--- src/rtl/ctrl_pkg.sv ---
// Shared encodings for the multicycle control path: FSM states, instruction
// classes, RV64 opcode/funct fields and the ALU control codes.
package ctrl_pkg;

  localparam logic [3:0] ALU_AND = 4'b0000;
  localparam logic [3:0] ALU_OR  = 4'b0001;
  localparam logic [3:0] ALU_ADD = 4'b0010;
  localparam logic [3:0] ALU_SUB = 4'b0110;

  localparam logic [6:0] OP_R  = 7'b0110011;
  localparam logic [6:0] OP_I  = 7'b0010011;
  localparam logic [6:0] OP_LD = 7'b0000011;
  localparam logic [6:0] OP_ST = 7'b0100011;
  localparam logic [6:0] OP_BR = 7'b1100011;

  localparam logic [2:0] F3_ADD = 3'b000;
  localparam logic [2:0] F3_AND = 3'b111;
  localparam logic [2:0] F3_OR  = 3'b110;
  localparam logic [2:0] F3_DW  = 3'b011;
  localparam logic [2:0] F3_BEQ = 3'b000;

  localparam logic [6:0] F7_BASE = 7'b0000000;
  localparam logic [6:0] F7_SUB  = 7'b0100000;

  typedef enum logic [3:0] {
    S_IDLE,
    S_DECODE,
    S_EXEC_R,
    S_EXEC_I,
    S_ALU_WB,
    S_MEM_ADDR,
    S_MEM_READ,
    S_MEM_WB,
    S_MEM_WRITE,
    S_BRANCH
  } state_t;

  typedef enum logic [2:0] {
    CLS_R,
    CLS_I,
    CLS_LD,
    CLS_ST,
    CLS_BR
  } instr_class_t;

endpackage

--- src/rtl/alu_op_decode.sv ---
// Combinational instruction decode: maps opcode/funct3/funct7 to an ALU
// control code and an instruction class, flagging anything unsupported.
module alu_op_decode
  import ctrl_pkg::*;
(
  input  logic [6:0]   opcode,
  input  logic [2:0]   funct3,
  input  logic [6:0]   funct7,
  output logic [3:0]   alucc,
  output instr_class_t iclass,
  output logic         illegal
);

  always_comb begin
    alucc   = ALU_ADD;
    iclass  = CLS_R;
    illegal = 1'b1;
    case (opcode)
      OP_R: begin
        iclass = CLS_R;
        if (funct3 == F3_ADD && funct7 == F7_BASE) begin
          alucc = ALU_ADD; illegal = 1'b0;
        end else if (funct3 == F3_ADD && funct7 == F7_SUB) begin
          alucc = ALU_SUB; illegal = 1'b0;
        end else if (funct3 == F3_AND && funct7 == F7_BASE) begin
          alucc = ALU_AND; illegal = 1'b0;
        end else if (funct3 == F3_OR && funct7 == F7_BASE) begin
          alucc = ALU_OR; illegal = 1'b0;
        end
      end
      OP_I: begin
        iclass = CLS_I;
        case (funct3)
          F3_ADD:  begin alucc = ALU_ADD; illegal = 1'b0; end
          F3_AND:  begin alucc = ALU_AND; illegal = 1'b0; end
          F3_OR:   begin alucc = ALU_OR;  illegal = 1'b0; end
          default: illegal = 1'b1;
        endcase
      end
      OP_LD: begin
        iclass  = CLS_LD;
        illegal = (funct3 != F3_DW);
      end
      OP_ST: begin
        iclass  = CLS_ST;
        illegal = (funct3 != F3_DW);
      end
      OP_BR: begin
        iclass  = CLS_BR;
        alucc   = ALU_SUB;
        illegal = (funct3 != F3_BEQ);
      end
      default: illegal = 1'b1;
    endcase
  end

endmodule

--- src/rtl/multicycle_ctrl.sv ---
// Multicycle control FSM: latches one instruction per handshake and walks it
// through decode/execute/memory/writeback, driving ALU and strobe controls.
module multicycle_ctrl
  import ctrl_pkg::*;
#(
  parameter int INSTR_WIDTH   = 32,
  parameter int OPCODE_LENGTH = 4
) (
  input  logic                     clk,
  input  logic                     reset,
  input  logic                     instr_valid,
  input  logic [INSTR_WIDTH-1:0]   Instr,
  output logic                     instr_ready,
  input  logic                     Zero,
  input  logic                     mem_ready,
  output logic [OPCODE_LENGTH-1:0] ALUCC,
  output logic                     SrcBSel,
  output logic                     RegWrite,
  output logic                     MemRead,
  output logic                     MemWrite,
  output logic                     MemtoReg,
  output logic                     PCSrc,
  output logic                     done,
  output logic                     illegal
);

  state_t                 state_q, state_d;
  logic [INSTR_WIDTH-1:0] ir_q, ir_d;

  logic [3:0]   dec_alucc;
  instr_class_t dec_class;
  logic         dec_illegal;
  logic [3:0]   alucc;

  // Register/immediate fields are consumed by the datapath, not by control.
  logic unused_ir_bits;
  assign unused_ir_bits = ^{ir_q[24:15], ir_q[11:7]};

  alu_op_decode u_dec (
    .opcode  (ir_q[6:0]),
    .funct3  (ir_q[14:12]),
    .funct7  (ir_q[31:25]),
    .alucc   (dec_alucc),
    .iclass  (dec_class),
    .illegal (dec_illegal)
  );

  always_comb begin
    state_d = state_q;
    ir_d    = ir_q;
    case (state_q)
      S_IDLE: begin
        if (instr_valid) begin
          ir_d    = Instr;
          state_d = S_DECODE;
        end
      end
      S_DECODE: begin
        if (dec_illegal) begin
          state_d = S_IDLE;
        end else begin
          case (dec_class)
            CLS_R:   state_d = S_EXEC_R;
            CLS_I:   state_d = S_EXEC_I;
            CLS_LD:  state_d = S_MEM_ADDR;
            CLS_ST:  state_d = S_MEM_ADDR;
            CLS_BR:  state_d = S_BRANCH;
            default: state_d = S_IDLE;
          endcase
        end
      end
      S_EXEC_R:    state_d = S_ALU_WB;
      S_EXEC_I:    state_d = S_ALU_WB;
      S_ALU_WB:    state_d = S_IDLE;
      S_MEM_ADDR:  state_d = (dec_class == CLS_LD) ? S_MEM_READ : S_MEM_WRITE;
      S_MEM_READ:  if (mem_ready) state_d = S_MEM_WB;
      S_MEM_WB:    state_d = S_IDLE;
      S_MEM_WRITE: if (mem_ready) state_d = S_IDLE;
      S_BRANCH:    state_d = S_IDLE;
      default:     state_d = S_IDLE;
    endcase
  end

  always_comb begin
    instr_ready = 1'b0;
    alucc       = ALU_AND;
    SrcBSel     = 1'b0;
    RegWrite    = 1'b0;
    MemRead     = 1'b0;
    MemWrite    = 1'b0;
    MemtoReg    = 1'b0;
    PCSrc       = 1'b0;
    done        = 1'b0;
    illegal     = 1'b0;
    case (state_q)
      S_IDLE:   instr_ready = 1'b1;
      S_DECODE: begin
        alucc   = ALU_ADD;
        illegal = dec_illegal;
      end
      S_EXEC_R: alucc = dec_alucc;
      S_EXEC_I: begin
        alucc   = dec_alucc;
        SrcBSel = 1'b1;
      end
      S_ALU_WB: begin
        alucc    = dec_alucc;
        SrcBSel  = (dec_class == CLS_I);
        RegWrite = 1'b1;
        done     = 1'b1;
      end
      S_MEM_ADDR: begin
        alucc   = ALU_ADD;
        SrcBSel = 1'b1;
      end
      S_MEM_READ: begin
        alucc   = ALU_ADD;
        SrcBSel = 1'b1;
        MemRead = 1'b1;
      end
      S_MEM_WB: begin
        MemtoReg = 1'b1;
        RegWrite = 1'b1;
        done     = 1'b1;
      end
      S_MEM_WRITE: begin
        alucc    = ALU_ADD;
        SrcBSel  = 1'b1;
        MemWrite = 1'b1;
        done     = mem_ready;
      end
      S_BRANCH: begin
        alucc = ALU_SUB;
        done  = 1'b1;
        PCSrc = Zero;
      end
      default: ;
    endcase
  end

  assign ALUCC = OPCODE_LENGTH'(alucc);

  always_ff @(posedge clk) begin
    if (reset) begin
      state_q <= S_IDLE;
      ir_q    <= '0;
    end else begin
      state_q <= state_d;
      ir_q    <= ir_d;
    end
  end

endmodule

--- config.mk ---
export PLATFORM = sky130hd
export DESIGN_NAME = multicycle_ctrl
export DESIGN_NICKNAME = d
export VERILOG_FILES = /design/src/rtl/ctrl_pkg.sv /design/src/rtl/alu_op_decode.sv /design/src/rtl/multicycle_ctrl.sv
export SDC_FILE = /design/constraint.sdc
export NUM_CORES = 1
export LEC_CHECK = 0
export CELL_PAD_IN_SITES_DETAIL_PLACEMENT = 1
export CELL_PAD_IN_SITES_GLOBAL_PLACEMENT = 2
export CORE_MARGIN = 2
export CORE_UTILIZATION = 20
export DETAILED_ROUTE_END_ITERATION = 16
export GPL_TIMING_DRIVEN = 0
export PLACE_DENSITY_LB_ADDON = 0.1
export SLEW_MARGIN = 10
export SYNTH_ARGS = -nofsm -noshare
export SYNTH_HDL_FRONTEND = slang
export SYNTH_SLANG_ARGS = --single-unit
--- constraint.sdc ---
create_clock -name clk -period 1.86 [get_ports clk]
set_input_delay 0.372 -clock clk [delete_from_list [all_inputs] [get_ports clk]]
set_output_delay 0.372 -clock clk [all_outputs]
set_load 0.005 [all_outputs]
==> results.sh, run 1 <==
export IMPL_status="finished with violations"
export IMPL_failed_checks="negative setup slack"
export IMPL_r2r_slack_ns=-0.24
export IMPL_num_io_pins=50
export IMPL_vdd_drop_max_v=0.0002075
export IMPL_place_area_um2=1677
export IMPL_clk_path_buf_depth=2
export IMPL_clk_pin_slew_worst_paths_ns=0.07
export IMPL_area_growth_pct=64.95
export IMPL_port_buffers=33
export IMPL_die_w_um=82.70
export IMPL_firstDrtPassIters=4
export IMPL_hold_viol_final=0
export IMPL_synth_main_ff_cell="dfxtp_1"
export IMPL_mostFrequentLayoutCell="nand2_1"
export IMPL_max_slew_margin_pct=66.58
export IMPL_yosysWarningCount=0
export IMPL_dp_hpwl_mm=3.318
export IMPL_fin_crit_ns=2.423
export IMPL_wl_per_cell_um=15.53
export IMPL_netlist_top_cells_area="dfxtp_1 34%, nand2_1 12%, a21oi_1 9.7%"
export IMPL_grt_pass1_wl_mm=7.383
export IMPL_antenna_found_initial=0
export IMPL_clock_fmax_mhz=412.8
export IMPL_layout_setup_ws_ns=-0.5627
export IMPL_cts_buffers=3
export IMPL_rsz0062_at_grt="yes"
export IMPL_vias=1439
export IMPL_track_usage_pct=14.35
export IMPL_drtIter0Drc=31
export IMPL_worst_pin_slew_ns=0.4945
export IMPL_grt_pass1_vias=1491
export IMPL_setup_viol=7
export IMPL_ys_seq_area_share_pct=33.94
export IMPL_max_cap_violations=0
export IMPL_syn_nets=208
export IMPL_reg2reg_from="state_q[1]"
export IMPL_cts_sinks=21
export IMPL_hold_path_end="ir_q[27]"
export IMPL_rows=28
export IMPL_mostFrequentLayoutCells="37 x nand2_1, 24 x a21oi_1, 21 x clkdlybuf4s50_1"
export IMPL_worstPathArrival_ns=2.05
export IMPL_ys_ff_latch=21
export IMPL_cp_max_fo=2
export IMPL_synth_cell_types=42
export IMPL_power_density_nw_per_um2=502.4
export IMPL_cp_end_kind="output pin"
export IMPL_fp_dieH_um=82.70
export IMPL_power_leakage_nw=0.7694
export IMPL_synth_top_area_share_pct=33.94
export IMPL_worstReg2RegEnd="state_q[0]"
export IMPL_min_delay_start="ir_q[27]"
export IMPL_synth_top_area_cell="dfxtp_1"
export IMPL_grt_max_degree=12
export IMPL_maxSlewViolCount=0
export IMPL_r2r_cells=5
export IMPL_start_util_pct=20.80
export IMPL_min_path_cells=2
export IMPL_postSynthCellCount=171
export IMPL_cts_tree="done"
export IMPL_wl_mm=4.628
export IMPL_worstHoldPathType="flip-flop to flip-flop"
export IMPL_fin_util_pct=34.31
export IMPL_grt_ovfl_total=0
export IMPL_layout_nets=261
export IMPL_core_area_um2=5956
export IMPL_htree_levels=1
export IMPL_n_antenna_cell=0
export IMPL_layout_cells_non_filler=298
export IMPL_fin_worst_skew_ns=0.007793
export IMPL_stdcell_area_um2=2043
export IMPL_required_ns=1.49
export IMPL_syn_area_per_cell_um2=7.244
export IMPL_drive_above_1_share_pct=32.29
export IMPL_remaining_drc_errors=0
export IMPL_cts_root_buf="clkbuf_8"
export IMPL_insertion_delay_ns=0.26
export IMPL_cp_start_kind="flip-flop"
export IMPL_placed_cells=279
export IMPL_crit_type="flip-flop to output pin"
export IMPL_routed_via_density=4.829
export IMPL_synth_edf_count=0
export IMPL_gp_congestion=0.7398
export IMPL_synth_area_um2=1239
export IMPL_die_area_um2=6839
export IMPL_async_flop_share_pct=0
export IMPL_finalCritPeriodShare_pct=130.3
export IMPL_ant_nets=0
export IMPL_power_total_w=0.001027
[final cells by class]
type	count	area [um2]
plain buffers	8	60.06
multi-input cells	133	915.9
repair buffers	53	478.0
well taps	75	93.84
inverters	4	15.01
fillers	731	3913
clock buffers	4	45.04
flip-flops and latches	21	435.4
[worst max-delay path, stage by stage, from the launching register on]
cell and delay, ns:
dfxtp_1 0.31, or4_4 0.55, or4_4 0.45, a221oi_2 0.29
nor2_1 0.07, buf_2 0.13
[through the flow]
step	hold WS (ns)	worst slack, ns	setup TNS (ns)
after floorplan	0.4356	-0.05936	-0.1548
after global placement	0.4455	-0.6534	-7.671
after detailed placement	0.4614	-0.6809	-9.084
after CTS	0.4681	-0.7009	-2.695
after global routing	0.4819	-0.6214	-2.900
final	0.4627	-0.5627	-2.407
[timing repair]
action / 4_1_cts / 5_1_grt
buffers inserted: 14 / 6
pin swaps: 16 / 6
resized for setup: 88 / 16
hold buffers: 0 / 0
hold endpoints to repair: 0 / 0
endpoints found under the setup margin: 31 / 20
[how the worst max path moves through the flow]
stage / startpoint / endpoint / slack [ns]
after global placement: state_q[0] / ALUCC[0] / -0.65
final: ir_q[31] / ALUCC[1] / -0.56
after global routing: ir_q[31] / ALUCC[1] / -0.62
after detailed placement: ir_q[13] / illegal / -0.68
after floorplan: ir_q[31] / ALUCC[1] / -0.06
after CTS: ir_q[27] / ALUCC[1] / -0.70
[metal layers]
metal / up-vias / GRT usage, % / part of all wire (%)
met5: - / 0 / 0
met4: 0 / 3.443 / 0.84
met3: 4 / 2.065 / 2.6
met2: 20 / 26.69 / 53
met1: 702 / 17.22 / 43
li1: 713 / - / -
[power breakdown]
part	internal [W]	switching [W]	total, W
Combinational	0.000121	0.0000982	0.000219
Sequential	0.000471	0.0000358	0.000507
Clock	0.000153	0.000148	0.000300
[state kept, by name, indices dropped and copies added, names as in the netlist]
| name | count |
|---|---|
| ir_q | 17 |
| state_q | 4 |
[logic make-up after synthesis]
group / Yosys count / share of synthesized area [%]
other: 1 / 0.3027
DFF: 21 / 33.94
muxes: 1 / 0.9090
and+or+nand+nor: 83 / 34.85
buffers and inverters: 17 / 5.455
xor gates and xnor gates: 2 / 1.414
AOI/OAI and AO/OA: 46 / 23.13
[cell usage after synthesis, types with 2 or more instances]
cell and number:
a31oi_1 2, nor2b_1 2, a21oi_1 24, nand2_1 39, o21ai_0 6, nor2_1 6, and2_1 2, and3_1 2
o22a_1 2, clkbuf_1 10, or4_1 3, buf_1 2, nor3_1 9, and3b_1 2, a211oi_1 2, inv_1 4
nor4bb_1 2, a2111oi_0 2, nor4_1 2, dfxtp_1 21, nand2b_1 5, o211ai_1 2
No activity file was read; power rests on OpenSTA's default activity.
==> run 2, diff against run 1 <==
Settings changed: CORE_ASPECT_RATIO set to 0.9.
==> results.sh, run 2 (synthesis results as in run 1) <==
export IMPL_status="finished with violations"
export IMPL_failed_checks="negative setup slack"
export IMPL_routed_via_density=4.983
export IMPL_cp_top_family="simple AND/OR/NAND/NOR gates"
export IMPL_reg_largest_list="ir_q (17), state_q (4)"
export IMPL_power_density_nw_per_um2=512.0
export IMPL_core_area_um2=6047
export IMPL_cp_start_kind="flip-flop"
export IMPL_clk_pin_slew_worst_paths_ns=0.09
export IMPL_track_usage_pct=14.54
export IMPL_mostFrequentLayoutCells="37 x nand2_1, 22 x a21oi_1, 21 x clkdlybuf4s50_1"
export IMPL_cts_tree="done"
export IMPL_clock_fmax_mhz=414.2
export IMPL_grt_ovfl_total=0
export IMPL_top_register="ir_q"
export IMPL_worst_pin_slew_ns=0.5819
export IMPL_remaining_drc_errors=0
export IMPL_insertion_delay_ns=0.27
export IMPL_place_ws_ns=-0.6528
export IMPL_drtIter0Drc=58
export IMPL_fp_dieH_um=78.66
export IMPL_finalCritPeriodShare_pct=129.8
export IMPL_num_io_pins=50
export IMPL_cp_max_fo=2
export IMPL_path_cells="or4_4, or4_4, a221oi_2, nor2_1, buf_2"
export IMPL_rsz0062_at_grt="yes"
export IMPL_power_total_w=0.001083
export IMPL_power_leakage_nw=0.7937
export IMPL_wl_per_cell_um=16.01
export IMPL_crit_type="flip-flop to output pin"
export IMPL_die_area_um2=6840
export IMPL_cp_end_kind="output pin"
export IMPL_critPathMaxStageDelay_ns=0.56
export IMPL_clk_path_buf_depth=2
export IMPL_worstHoldPathType="flip-flop to flip-flop"
export IMPL_port_buffers=33
export IMPL_grt_pass1_vias=1552
export IMPL_hold_viol_final=0
export IMPL_ant_nets=0
export IMPL_htree_levels=1
export IMPL_cts_sinks=21
export IMPL_vdd_drop_max_v=0.0002250
export IMPL_crit_buf_inv=1
export IMPL_grt_max_degree=14
export IMPL_required_ns=1.49
export IMPL_dp_hpwl_mm=3.291
export IMPL_layout_setup_ws_ns=-0.5544
export IMPL_area_growth_pct=70.81
export IMPL_max_cap_violations=0
export IMPL_setup_viol=10
export IMPL_cpMaxStageDelayCell="or4_4"
export IMPL_cts_hold_buf=0
export IMPL_grt_pass1_wl_mm=7.803
export IMPL_layout_nets=265
export IMPL_die_w_um=86.96
export IMPL_n_antenna_cell=0
export IMPL_start_util_pct=20.48
export IMPL_antenna_found_initial=0
export IMPL_wl_mm=4.787
export IMPL_mostFrequentLayoutCell="nand2_1"
export IMPL_maxSlewViolCount=0
export IMPL_fin_worst_skew_ns=0.001465
export IMPL_cts_root_buf="clkbuf_8"
export IMPL_drive_above_1_share_pct=35.68
export IMPL_worstPathArrival_ns=2.04
export IMPL_firstDrtPassIters=4
export IMPL_vias=1490
export IMPL_rows=27
export IMPL_largest_reg_flops=17
export IMPL_max_slew_margin_pct=61.20
export IMPL_critPathMostFrequentCell="or4_4"
export IMPL_fin_crit_ns=2.414
export IMPL_gp_congestion=0.7196
export IMPL_cts_buffers=3
==> run 2: through the flow <==
stage	instance area [um2]	cells	setup TNS (ns)	util (%)	hold WS [ns]
floorplan	1252	171	-0.1548	-	0.4356
CTS	1991	293	-3.066	32.92	0.4713
global route	2116	299	-3.576	34.99	0.4998
detailed placement	1673	276	-12.87	27.66	0.4577
global placement	1673	276	-11.65	27.66	0.4476
finish	2116	299	-2.765	34.99	0.4678
==> run 2: repair_timing <==
action / in CTS / in global routing
resized for setup: 92 / 30
setup buffers: 16 / 9
pin swaps: 21 / 16
endpoints found under the setup margin: 32 / 20
==> run 2: path summary, 6_finish.rpt <==
path,from,slack [ns],depth (start not counted),end
setup / recovery,ir_q[26],-0.55,5,ALUCC[1]
hold / removal,ir_q[25],0.47,2,ir_q[25]
setup reg to reg,state_q[1],-0.29,6,state_q[0]
hold reg to reg,ir_q[25],0.47,2,ir_q[25]
==> run 2: power by group <==
group	leakage [nW]	switching, W	internal (W)
Sequential	0.176	0.0000356	0.000471
Combinational	0.596	0.000110	0.000137
Clock	0.0217	0.000178	0.000152
==> run 2: final cells by class <==
class                           count  area [um2]
Fill cell                         734        3931
Multi-Input combinational cell    133       947.2
Timing Repair Buffer               57       516.7
Sequential cell                    21       434.2
Tap cell                           72       90.09
Buffer                              8       63.81
Clock buffer                        3       41.29
Inverter                            4       15.01
Clock inverter                      1       7.507
==> run 2: metal layers <==
layer / wire length [um] / vias up / part of all wire, % / GRT usage [%]
met1: 2160 / 734 / 45 / 18.92
met2: 2394 / 27 / 50 / 24.81
met5: 0 / - / 0 / 0
met3: 182 / 6 / 3.8 / 2.839
li1: - / 723 / - / -
met4: 49 / 0 / 1.0 / 2.813
==> run 2: worst min-delay path, delay by kind of cell, from the launching register on <==
family / cells / cell delay [ns]
and+or+nand+nor: 1 / 0.05
DFF: 1 / 0.32
AOI/OAI and AO/OA: 1 / 0.05
==> run 3, diff against run 2 <==
Settings changed: GPL_TIMING_DRIVEN 0 to unset.
==> results.sh, run 3 (synthesis results as in run 1) <==
export IMPL_firstDrtPassIters=4
export IMPL_power_total_w=0.001072
export IMPL_clock_fmax_mhz=418.7
export IMPL_cts_hold_buf=0
export IMPL_port_buffers=33
export IMPL_vdd_drop_max_v=0.0002904
export IMPL_regArea_um2=432.9
export IMPL_die_w_um=86.96
export IMPL_multi_input_area_um2=933.4
export IMPL_track_usage_pct=14.39
export IMPL_max_cap_violations=0
export IMPL_p_switching_w=0.0002973
export IMPL_gp_congestion=0.8083
export IMPL_hold_viol_final=0
export IMPL_layout_setup_ws_ns=-0.5284
export IMPL_r2r_cells=6
export IMPL_drtIter0Drc=25
export IMPL_p_int_w=0.0007743
export IMPL_crit_type="flip-flop to output pin"
export IMPL_clk_pin_slew_worst_paths_ns=0.07
export IMPL_largest_reg_flops=17
export IMPL_grt_pass1_wl_mm=7.886
export IMPL_dp_hpwl_mm=3.523
export IMPL_status="finished with violations"
export IMPL_whs_ns=0.4573
export IMPL_antenna_found_initial=0
export IMPL_place_ws_ns=-0.6534
export IMPL_hold_path_end="ir_q[26]"
export IMPL_cp_start_kind="flip-flop"
export IMPL_setup_tns_ns=-2.269
export IMPL_finalCritPeriodShare_pct=128.4
export IMPL_ant_nets=0
export IMPL_cts_tree="done"
export IMPL_reg2reg_from="state_q[2]"
export IMPL_mostFrequentLayoutCell="nand2_1"
export IMPL_clkPwrFrac_pct=28.1
export IMPL_grt_max_degree=19
export IMPL_fin_crit_ns=2.388
export IMPL_reg_largest_list="ir_q (17), state_q (4)"
export IMPL_worstHoldPathType="flip-flop to flip-flop"
export IMPL_grt_pass1_vias=1629
export IMPL_min_delay_start="ir_q[26]"
export IMPL_wl_met1_mm=2.469
export IMPL_power_density_nw_per_um2=475.6
export IMPL_comb_power_share_pct=26.1
export IMPL_top_register="ir_q"
export IMPL_rows=27
export IMPL_die_area_um2=6840
export IMPL_fin_worst_skew_ns=0.003543
export IMPL_wl_met2_mm=2.422
export IMPL_power_leakage_nw=0.9000
export IMPL_routed_via_density=4.742
export IMPL_area_growth_pct=81.92
export IMPL_required_ns=1.49
export IMPL_n_antenna_cell=0
export IMPL_rsz0062_at_grt="yes"
export IMPL_vias=1508
export IMPL_start_util_pct=20.48
export IMPL_layout_nets=284
export IMPL_r2r_slack_ns=-0.31
export IMPL_route_met3_wl_um=149
export IMPL_cp_end_kind="output pin"
export IMPL_cp_max_fo=2
export IMPL_drive_above_1_share_pct=39.84
export IMPL_failed_checks="negative setup slack"
export IMPL_cts_sinks=21
export IMPL_seqPwrFrac_pct=45.8
export IMPL_fp_dieH_um=78.66
export IMPL_cts_root_buf="clkbuf_8"
export IMPL_fillCellCount=706
export IMPL_worstPathArrival_ns=2.02
export IMPL_setup_viol=8
export IMPL_core_area_um2=6047
export IMPL_cts_buffers=3
export IMPL_worstReg2RegEnd="state_q[0]"
export IMPL_htree_levels=1
export IMPL_p_sw_share_pct=27.75
export IMPL_wl_per_cell_um=15.85
export IMPL_wl_mm=5.040
export IMPL_top_layer="met3"
export IMPL_clk_path_buf_depth=2
export IMPL_num_io_pins=50
export IMPL_grt_ovfl_total=0
export IMPL_min_path_cells=2
export IMPL_maxSlewViolCount=0
export IMPL_remaining_drc_errors=0
export IMPL_mostFrequentLayoutCells="37 x nand2_1, 34 x buf_4, 22 x a21oi_1"
export IMPL_insertion_delay_ns=0.26
-- run 3: power groups by stage --
| stage | registers, W | clock network (W) | logic (W) |
|---|---|---|---|
| finish | 0.000491 | 0.000301 | 0.000279 |
| global route | 0.000495 | 0.000333 | 0.000304 |
| CTS | 0.000491 | 0.000314 | 0.000257 |
| detailed placement | 0.000500 | 0 | 0.000230 |
| global placement | 0.000498 | 0 | 0.000226 |
| floorplan | 0.000496 | 0 | 0.000107 |
-- run 3: worst max-delay path: stages, from the launching register on --
cell	delay, ns
dfxtp_1	0.31
or4_4	0.55
or4_4	0.45
a221oi_2	0.27
nor2_1	0.05
buf_2	0.12
-- run 3: worst max path at each step --
stage          slack [ns]  startpoint  depth (start not counted)  endpoint
2_1_floorplan       -0.06    ir_q[31]                          4  ALUCC[1]
3_3_place_gp        -0.61    ir_q[31]                          6   illegal
3_5_place_dp        -0.65    ir_q[31]                          6   illegal
4_1_cts             -0.62    ir_q[26]                          5  ALUCC[1]
5_1_grt             -0.60    ir_q[31]                          5  ALUCC[1]
6_report            -0.53    ir_q[31]                          5  ALUCC[1]
-- run 3: through the flow --
stage / cells / utilization [%] / area, um2
detailed placement: 299 / 31.26 / 1891
finish: 318 / 37.26 / 2253
global placement: 299 / 31.26 / 1891
floorplan: 171 / - / 1252
global route: 318 / 37.26 / 2253
CTS: 311 / 35.07 / 2121
-- run 3: layout make-up --
class | count | share of cell area (%)
well taps | 72 | 3.998
clock buffers | 4 | 1.999
multi-input cells | 133 | 41.42
flip-flops and latches | 21 | 19.21
inverters | 4 | 0.6663
repair buffers | 84 | 32.70
-- run 3: routing by layer --
layer	vias up	track usage (%)
met5	-	0
met4	0	1.406
met3	0	2.839
met2	24	24.58
met1	721	19.26
li1	763	-
-- run 3: timing repair --
item / in CTS / in global routing
endpoints found under the hold margin: 0 / 0
setup endpoints to repair: 31 / 27
gates resized for setup: 68 / 31
gates cloned: 0 / 1
pin swaps: 15 / 19
setup buffers: 8 / 8
